## config.mk

```make
export PLATFORM = sky130hd
export DESIGN_NAME = tdm_demux_1x16
export DESIGN_NICKNAME = d
export VERILOG_FILES = /design/src/rtl/tdm_demux_1x16.sv
export SDC_FILE = /design/constraint.sdc
export NUM_CORES = 1
export LEC_CHECK = 0
export CORE_MARGIN = 2
export CORE_UTILIZATION = 52
export DETAILED_ROUTE_END_ITERATION = 16
export PLACE_DENSITY = 0.8
export SLEW_MARGIN = 20
export SYNTH_ARGS = -nofsm -noshare
export SYNTH_HDL_FRONTEND = slang
export SYNTH_SLANG_ARGS = --single-unit
```

## constraint.sdc

```tcl
create_clock -name clk -period 2.3 [get_ports clk]
set_input_delay 0.23 -clock clk [delete_from_list [all_inputs] [get_ports clk]]
set_output_delay 0.23 -clock clk [all_outputs]
set_load 0.03 [all_outputs]
```

## src/rtl/tdm_demux_1x16.sv

```systemverilog
// Time-division 1-to-16 demultiplexer: rebuilds a 16-bit word from a serial
// slot stream, aligned by a frame-sync strobe, with one-cycle completion pulses.
module tdm_demux_1x16 #(
    parameter int N = 16,
    parameter int S = 4
) (
    input  logic         clk,
    input  logic         rst,
    input  logic         din,
    input  logic         din_valid,
    input  logic         sync,
    output logic [N-1:0] dout,
    output logic         dout_valid,
    output logic [S-1:0] slot,
    output logic         frame_err
);

    // Input qualifier: din and sync are consumed only on edges where din_valid
    // is high (a "beat"); there is no ready, the block accepts every beat.
    typedef enum logic {
        ST_IDLE = 1'b0,
        ST_RUN  = 1'b1
    } state_t;

    localparam logic [S-1:0] LAST_SLOT = S'(N - 1);

    state_t         state_q, state_d;
    logic [N-2:0]   shadow_q, shadow_d;
    logic [S-1:0]   slot_q, slot_d;
    logic [N-1:0]   dout_q, dout_d;
    logic           dout_valid_q, dout_valid_d;
    logic           frame_err_q, frame_err_d;

    always_comb begin
        state_d      = state_q;
        shadow_d     = shadow_q;
        slot_d       = slot_q;
        dout_d       = dout_q;
        dout_valid_d = 1'b0;
        frame_err_d  = 1'b0;

        if (din_valid) begin
            case (state_q)
                ST_IDLE: begin
                    if (sync) begin
                        shadow_d = {{(N-2){1'b0}}, din};
                        slot_d   = S'(1);
                        state_d  = ST_RUN;
                    end
                end
                ST_RUN: begin
                    if (sync && (slot_q != '0)) begin
                        // Early sync: drop the partial frame and restart at slot 0.
                        frame_err_d = 1'b1;
                        shadow_d    = {{(N-2){1'b0}}, din};
                        slot_d      = S'(1);
                    end else if (slot_q == LAST_SLOT) begin
                        dout_d       = {din, shadow_q};
                        dout_valid_d = 1'b1;
                        slot_d       = '0;
                    end else begin
                        shadow_d[slot_q] = din;
                        slot_d           = slot_q + S'(1);
                    end
                end
                default: begin
                    state_d = ST_IDLE;
                    slot_d  = '0;
                end
            endcase
        end
    end

    always_ff @(posedge clk or posedge rst) begin
        if (rst) begin
            state_q      <= ST_IDLE;
            shadow_q     <= '0;
            slot_q       <= '0;
            dout_q       <= '0;
            dout_valid_q <= 1'b0;
            frame_err_q  <= 1'b0;
        end else begin
            state_q      <= state_d;
            shadow_q     <= shadow_d;
            slot_q       <= slot_d;
            dout_q       <= dout_d;
            dout_valid_q <= dout_valid_d;
            frame_err_q  <= frame_err_d;
        end
    end

    assign dout       = dout_q;
    assign dout_valid = dout_valid_q;
    assign slot       = slot_q;
    assign frame_err  = frame_err_q;

endmodule

```

==> results of run 1 <==
## per-stage QoR
stage,area [um2],hold slack (ns),utilization [%],instances,worst slack (ns)
3_5_place_dp,2030,0.487,65.4,219,0.315
6_report,2090,0.279,67.3,227,0.332
4_1_cts,2090,0.293,67.3,227,0.326
2_1_floorplan,1730,0.382,-,152,0.422
3_3_place_gp,2030,0.472,65.4,219,0.397
5_1_grt,2090,0.306,67.3,227,0.206
## worst paths after layout
path,to,slack (ns),startpoint
max,dout[15],0.33,slot[0]
min,dout[8],0.28,rst
max reg2reg,dout[15],0.33,slot[0]
min reg2reg,dout[2],0.51,dout[2]
max in group asynchronous,slot[3],1.70,rst
min in group clk,dout[2],0.51,dout[2]
## worst min-delay path: cells and delay by family
family / cells / cell delay, ns
buffers and inverters: 3 / 0.84
## kinds of logic (layout without fill, tap and decap cells)
family	Yosys count	count (layout)	share of synthesized area, %
buffers and inverters	15	46	4.12
DFF	38	38	54.9
xor gates and xnor gates	1	1	0.506
muxes	20	20	12.8
AOI/OAI and AO/OA	27	27	10.4
adders and majority gates	4	4	2.89
and+or+nand+nor	47	47	14.4
## flip-flops by register name, indices dropped and copies added, names as in the netlist
| signal | count |
|---|---|
| shadow_q | 15 |
| dout_valid | 1 |
| dout | 16 |
| frame_err | 1 |
| slot | 4 |
| state_q | 1 |
## power by group through the flow
stage	logic, mW	clock network (mW)	registers (mW)
finish	0.455	0.357	0.815
CTS	0.457	0.370	0.814
global route	0.501	0.402	0.826
detailed placement	0.454	0	0.828
global placement	0.445	0	0.821
floorplan	0.274	0	0.857
## synthesized netlist by cell type, types with 2 or more instances
cell     number
o21ai_0       7
dfrtp_1      38
inv_1        10
a32o_1        2
and2_1        2
and3_1        2
buf_2         3
o22ai_1       5
nand3_2       2
nand3_1      13
mux2i_1       3
nor2_1        3
ha_1          4
nor2b_1       2
mux2_2       16
a21oi_1       8
nand2_1      16
## routing by layer
| metal | routed length, um | part of all wire, % |
|---|---|---|
| met5 | 0 | 0 |
| met4 | 57 | 1.7 |
| met3 | 169 | 5.1 |
| met2 | 1610 | 49 |
| met1 | 1450 | 44 |
## layout make-up
class / instances / area [um2]
inverters: 10 / 37.5
well taps: 44 / 55.1
clock buffers: 7 / 55.1
clock inverters: 1 / 5.00
multi-input cells: 99 / 711
repair buffers: 28 / 275
flip-flops and latches: 38 / 951
fillers: 266 / 1010
==> results.ini, run 1 <==
[synth]
synthTopCellsByArea=dfrtp_1 (55%), mux2_2 (10%), nand3_1 (3.8%), nand2_1 (3.5%), ha_1 (2.9%)
synth_cells=152
async_flop_share_pct=100
ys_seq_area_share_pct=54.9
synth_edf_count=0
yosys.area.top_type=dfrtp_1
syn_area_um2=1730
syn_nets=161
post_synth.cell_area_avg_um2=11.4
synth_cell_types=33
ys_ff_latch=38
netlist.area_leader.share_pct=54.9
synth_ff_type=dfrtp_1
synth_warnings=0

[timing]
relSlewSlack_pct=67.5
period_minus_slack_ns=1.97
tightest_slew_ns=0.487
post-route-period-util_pct=85.6
tns_ns=0
finalSetupViolations=0
rsz0062_at_grt=false
final-hold-violation-count=0
fmax_ghz=0.508
finalMaxSlewViolations=0
finClkSkew_ns=0.00818

[cts]
cts_tree=done
cts.sinks=38
insertion_delay_ns=0.35
hold_buffers=0
cts_setup_buffers=0
clock_path_buffers=2
ctsHtreeMaxLevel=2
path_clk_slew_ns=0.11
post_cts_resize_count=0
root_buffer=clkbuf_4
cts_made_buffers=5

[pwr]
seqPwrFrac_pct=50.1
sw_frac_of_total_pct=34.8
p_leak_nw=0.947
irDropWorstVdd_uv=455
clock_power_share_pct=22.0
power_density_nw_per_um2=779
p_comb_share_pct=28.0
p_int_mw=1.06
total_power_mw=1.63
power_switching_mw=0.567

[final_layout]
layout_common_cells=dfrtp_1 (38), clkdlybuf4s50_1 (26), nand2_1 (16), mux2_2 (16), nand3_1 (13)
antennaDiodeCount=0
final_nets=191
layout-drive-gt1-share_pct=17.5
syn_to_final_growth_pct=20.6
final_common_cell=dfrtp_1

[detailed_routing]
drt_iter0_markers=32
num_vias=1240
wire_per_inst_um=14.5
wl_mm=3.29
antenna_left=0
drc=0
drt_pre_antenna_iters=4
via_per_inst=5.46

[critical_path]
crit_type=register to register
reg2reg_depth=4
cpPeakStageDelay_ns=0.48
crit_cells=4
worst-path-buf-inv=0
cp_max_fo=17
cp.required_ns=2.54
start_kind=register
arrival_ns=2.21
crit_family=simple AND/OR/NAND/NOR gates
cp_cell_sequence=ha_1, nand3_2, nor2_4, mux2_2
crit_path_end_kind=register
slowest_stage=dfrtp_1

[floorplanning]
die_h_um=61.7
die_area_um2=3810
core.rowCount=20
core_area_um2=3100
io_pins=27
start_util_pct=55.8
die_width_um=61.7

[global_routing]
busiest_layer=met2
first_global_vias=1207
antenna_found_initial=0
grt_max_degree=39
gr-usage-met3_pct=7.87
use_met1_pct=24.6
met2_usage_pct=33.5
grt-ovfl-total=0
grt_pass1_wl_mm=5.51
grt_util_all_layers_pct=20.6

[run_status]
status=complete, no violations

[min_path]
hold_path_class=input port to async pin

[placed_design]
portBuffers=26
gp_congestion=0.875
dp_hpwl_mm=2.38

[run]
drv_cap=0

(Power assumes the default switching activity.)
==> inputs of run 2 (changes only) <==
==> constraint.sdc (replaced) <==
create_clock -name clk -period 2.3 [get_ports clk]
set_input_delay 0.345 -clock clk [delete_from_list [all_inputs] [get_ports clk]]
set_output_delay 0.345 -clock clk [all_outputs]
set_load 0.03 [all_outputs]
==> run 2 against run 1 <==
  * Setup slack got worse by 0.029 ns
  * Total power increased by 14%
  * Final area up 2.9%
  * Sequential share of layout area decreased by 1.3 points
  * Flip-flop and latch count unchanged
  * Cell count increased by 0.88%
  * Critical endpoint is now slot[2]
  * Die area is the same
  * Critical path depth is 3 lower
  * Via count up 3.9%
  * Highest routed layer unchanged
==> results.ini, run 2 (synthesis gave the netlist of run 1 again) <==
[detailed_routing]
wl_mm=3.46  ; +5.2%
drt_iter0_markers=49  ; +53%
drc=0  ; unchanged
antenna_left=0  ; unchanged
num_vias=1288  ; +3.9%
drt_pre_antenna_iters=4  ; unchanged
via_per_inst=5.62  ; +3.0%
wire_per_inst_um=15.1  ; +4.3%

[min_path]
hold_path_class=input port to async pin

[timing]
finClkSkew_ns=0.00890  ; +0.000718 ns
period_minus_slack_ns=2.00  ; +0.0289 ns
rsz0062_at_grt=false
tightest_slew_ns=0.458  ; -0.0291 ns
finalMaxSlewViolations=0  ; unchanged
finalSetupViolations=0  ; unchanged
tns_ns=0  ; unchanged
post-route-period-util_pct=86.8  ; +1.3 points
relSlewSlack_pct=69.5  ; +2.0 points
fmax_ghz=0.501  ; -1.4%
final-hold-violation-count=0  ; unchanged

[critical_path]
worst-path-buf-inv=1  ; +1
crit_path_end_kind=output port
arrival_ns=1.65  ; -0.56 ns
crit_type=register to output port
slowest_stage=clkdlybuf4s50_1
cp_max_fo=10  ; -7
cp.required_ns=1.96  ; -0.58 ns
crit_family=buffers and inverters
cp_cell_sequence=clkdlybuf4s50_1
cpPeakStageDelay_ns=0.74  ; +0.26 ns
start_kind=register

[final_layout]
layout-drive-gt1-share_pct=18.9  ; +1.4 points
antennaDiodeCount=0  ; unchanged
syn_to_final_growth_pct=24.1
final_cells=229  ; +0.88%
final_common_cell=dfrtp_1
layout_common_cells=dfrtp_1 (38), clkdlybuf4s50_1 (26), nand2_1 (16), mux2_2 (16), nand3_1 (13)
final_nets=193  ; +1.0%
largest_reg_flops=16  ; unchanged
fin_area_um2=2150  ; +2.9%

[pwr]
total_power_mw=1.85  ; +14%
p_leak_nw=0.977  ; +3.2%
irDropWorstVdd_uv=514  ; +13%
power_density_nw_per_um2=859  ; +10%

[cts]
cts_setup_buffers=0  ; unchanged
cts.sinks=38  ; unchanged
ctsHtreeMaxLevel=2  ; unchanged
cts_tree=done
insertion_delay_ns=0.35  ; about the same
root_buffer=clkbuf_4
cts_made_buffers=5  ; unchanged
hold_buffers=0  ; unchanged
path_clk_slew_ns=0.12  ; about the same
clock_path_buffers=2  ; unchanged
post_cts_resize_count=0  ; unchanged

[floorplanning]
core.rowCount=20  ; unchanged
die_area_um2=3810  ; unchanged
io_pins=27  ; unchanged
die_width_um=61.7  ; unchanged
core_area_um2=3100  ; unchanged
die_h_um=61.7  ; unchanged
start_util_pct=55.8  ; unchanged

[global_routing]
grt_util_all_layers_pct=21.2  ; +0.64 points
grt_max_degree=39  ; unchanged
grt_pass1_wl_mm=5.77  ; +4.6%
grt-ovfl-total=0  ; unchanged
antenna_found_initial=0  ; unchanged
first_global_vias=1217  ; +0.83%

[run_status]
status=complete, no violations

[placed_design]
dp_hpwl_mm=2.43  ; +1.7%
portBuffers=26  ; unchanged
place_area_um2=2040  ; +0.74%
dp.cells=221  ; +0.91%
gp_congestion=0.871  ; -0.45%

[run]
drv_cap=0  ; unchanged

-- run 2: area by class of cell --
class                           instances  area [um2]
Timing Repair Buffer                   30         290
Clock inverter                          3        68.8
Inverter                               10        37.5
Sequential cell                        38         951
Fill cell                             250         952
Multi-Input combinational cell         99         711
Clock buffer                            5        37.5
Tap cell                               44        55.1
-- run 2: power breakdown --
group / internal, mW / switching [mW] / total, mW
logic: 0.177 / 0.289 / 0.466
clock network: 0.340 / 0.225 / 0.565
registers: 0.737 / 0.0793 / 0.816
-- run 2: path summary, 6_finish.rpt --
kind                            cells after the start    start  slack [ns]     endpoint
worst min-delay path                                3      rst        0.39      dout[6]
min in group clk                                    1  dout[2]        0.50      dout[2]
max in group asynchronous                           3      rst        1.58  shadow_q[0]
worst max-delay path                                1  slot[2]        0.30      slot[2]
worst max register to register                      6  slot[0]        0.39  shadow_q[5]
worst min register to register                      1  dout[2]        0.50      dout[2]
-- run 2: per-stage QoR --
step                hold WS [ns]  setup WS, ns  util (%)
global placement           0.471         0.367      65.9
detailed placement         0.477         0.250      65.9
global route               0.430         0.233      69.3
CTS                        0.401         0.289      69.3
floorplan                  0.463         0.422         -
finish                     0.394         0.303      69.3
-- run 2: worst register-to-register path: stages, from the launching register on --
cell and delay (ns):
dfrtp_1 0.47, inv_1 0.12, ha_1 0.30, nand4bb_1 0.25
nand2_1 0.31, nand3_2 0.20, o22ai_1 0.20
-- run 2: routing by layer --
| metal | GRT usage, % | wire, um |
|---|---|---|
| met5 | 0 | 0 |
| met4 | 7.90 | 67 |
| met3 | 6.63 | 190 |
| met2 | 34.0 | 1710 |
| met1 | 27.2 | 1500 |
==> inputs of run 3 (changes only) <==
- CORE_MARGIN: 2 -> unset
==> run 3 against run 2 <==
  * Hold slack worse by 0.0074 ns
  * Sequential share of layout area is 1.1 points higher
  * Flip-flop and latch count stayed put
  * Global-route usage is 0.58 points higher
  * Die area is 6.4% lower
  * Non-clock buffer count is 1 lower
  * Critical path type unchanged
  * Critical endpoint is now slot[3]
  * Largest power group unchanged
==> results.ini, run 3 (synthesis gave the netlist of run 1 again) <==
[run_status]
status=complete, no violations

[detailed_routing]
wire_per_inst_um=14.3  ; -5.4%
drt_pre_antenna_iters=4  ; unchanged
num_vias=1233  ; -4.3%
wl_mm=3.26  ; -5.8%
antenna_left=0  ; unchanged
drc=0  ; unchanged
via_per_inst=5.41  ; -3.9%
drt_iter0_markers=38  ; -22%

[global_routing]
grt-ovfl-total=0  ; unchanged
antenna_found_initial=0  ; unchanged
grt_pass1_wl_mm=5.56  ; -3.6%
grt_util_all_layers_pct=21.8  ; +0.58 points
grt_max_degree=39  ; unchanged
first_global_vias=1178  ; -3.2%

[final_layout]
layout-drive-gt1-share_pct=17.9  ; -0.98 points
final_nets=192  ; -0.52%
layout_common_cells=dfrtp_1 (38), clkdlybuf4s50_1 (26), nand2_1 (16), mux2_2 (16), nand3_1 (13)
final_cells=228  ; -0.44%
final_common_cell=dfrtp_1
largest_reg_flops=16  ; unchanged
syn_to_final_growth_pct=21.0
antennaDiodeCount=0  ; unchanged
fill_cells=272  ; +8.8%

[cts]
post_cts_resize_count=0  ; unchanged
cts_made_buffers=5  ; unchanged
ctsHtreeMaxLevel=2  ; unchanged
root_buffer=clkbuf_4
cts.sinks=38  ; unchanged
insertion_delay_ns=0.35  ; about the same
clock_path_buffers=2  ; unchanged
hold_buffers=0  ; unchanged
cts_tree=done
cts_setup_buffers=0  ; unchanged
path_clk_slew_ns=0.11  ; about the same

[timing]
relSlewSlack_pct=70.2  ; +0.72 points
finClkSkew_ns=0.0120  ; +0.00313 ns
post-route-period-util_pct=85.4  ; -1.4 points
rsz0062_at_grt=false
tns_ns=0  ; unchanged
tightest_slew_ns=0.447  ; -0.0107 ns
fin_ws_ns=0.335  ; +0.0321 ns
finalMaxSlewViolations=0  ; unchanged
finalSetupViolations=0  ; unchanged
timing.hold.ws_ns=0.386  ; -0.00743 ns
fmax_ghz=0.509  ; +1.6%
period_minus_slack_ns=1.97  ; -0.0321 ns
final-hold-violation-count=0  ; unchanged

[placed_design]
place_ws_ns=0.219  ; -0.0307 ns
dp_hpwl_mm=2.36  ; -2.8%
dp.cells=220  ; -0.45%
portBuffers=26  ; unchanged
gp_congestion=0.847  ; -2.8%

[run]
drv_cap=0  ; unchanged

[critical_path]
critPathLaunch=slot[3]
crit_type=register to output port
crit_family=buffers and inverters
crit_path_end_kind=output port
slowest_stage=clkdlybuf4s50_1
cpPeakStageDelay_ns=0.74  ; about the same
cp.required_ns=1.96  ; about the same
worst-path-buf-inv=1  ; unchanged
cp_cell_sequence=clkdlybuf4s50_1
cp_max_fo=11  ; +1
start_kind=register
reg2reg_from=slot[0]
arrival_ns=1.62  ; -0.03 ns

[floorplanning]
die_area_um2=3570  ; -6.4%
io_pins=27  ; unchanged
die_h_um=59.7  ; -3.2%
core.rowCount=20  ; unchanged
start_util_pct=55.8  ; unchanged
core_area_um2=3100  ; unchanged
die_width_um=59.7  ; -3.2%

[min_path]
hold_path_class=input port to async pin

[pwr]
p_leak_nw=0.952  ; -2.5%
irDropWorstVdd_uv=548  ; +6.7%
power_density_nw_per_um2=772  ; -10%

-- run 3: cell count changes in the layout (fill, tap and decap cells not counted), sizes merged --
cell    previous run  this run
buf                4         3
bufinv             2         0
clkbuf             5         7
-- run 3: worst reg2reg max path, cell delays in order (launching register included) --
cell and delay [ns]:
dfrtp_1 0.47, ha_1 0.34, nand3_2 0.19, nor2_4 0.15, buf_4 0.25, mux2_2 0.37
-- run 3: area by class of cell --
class / count / area (um2) / area share, %
repair buffers: 29 / 283 / 13.5
inverters: 10 / 37.5 / 1.79
clock inverters: 1 / 5.00 / 0.239
well taps: 44 / 55.1 / 2.63
multi-input cells: 99 / 711 / 33.9
flip-flops and latches: 38 / 951 / 45.3
clock buffers: 7 / 55.1 / 2.63
-- run 3: metal layers --
layer / vias up / GRT usage, % / share of wire [%]
met2: 31 / 34.4 / 49
li1: 590 / - / -
met1: 606 / 27.6 / 45
met5: - / 0 / 0
met3: 6 / 6.93 / 4.5
met4: 0 / 9.30 / 1.5
-- run 3: path summary, 6_finish.rpt --
path	to	slack, ns	cells after the start
worst max-delay path	slot[3]	0.33	1
worst min-delay path	dout[5]	0.39	3
worst max register to register	dout[13]	0.44	5
worst min register to register	dout[2]	0.50	1
max in group asynchronous	dout[0]	1.59	3
min in group clk	dout[2]	0.50	1
-- run 3: power by group --
group	internal (mW)	switching, mW	total, mW
clock network	0.148	0.205	0.353
registers	0.737	0.0780	0.815
logic	0.175	0.275	0.450
-- run 3: metrics by stage --
| step | total power [mW] | utilization (%) | cell area, um2 |
|---|---|---|---|
| global placement | 1.27 | 65.6 | 2040 |
| detailed placement | 1.28 | 65.6 | 2040 |
| floorplan | 1.13 | - | 1730 |
| global route | 1.72 | 67.6 | 2100 |
| finish | 1.62 | 67.6 | 2100 |
| CTS | 1.63 | 67.6 | 2100 |
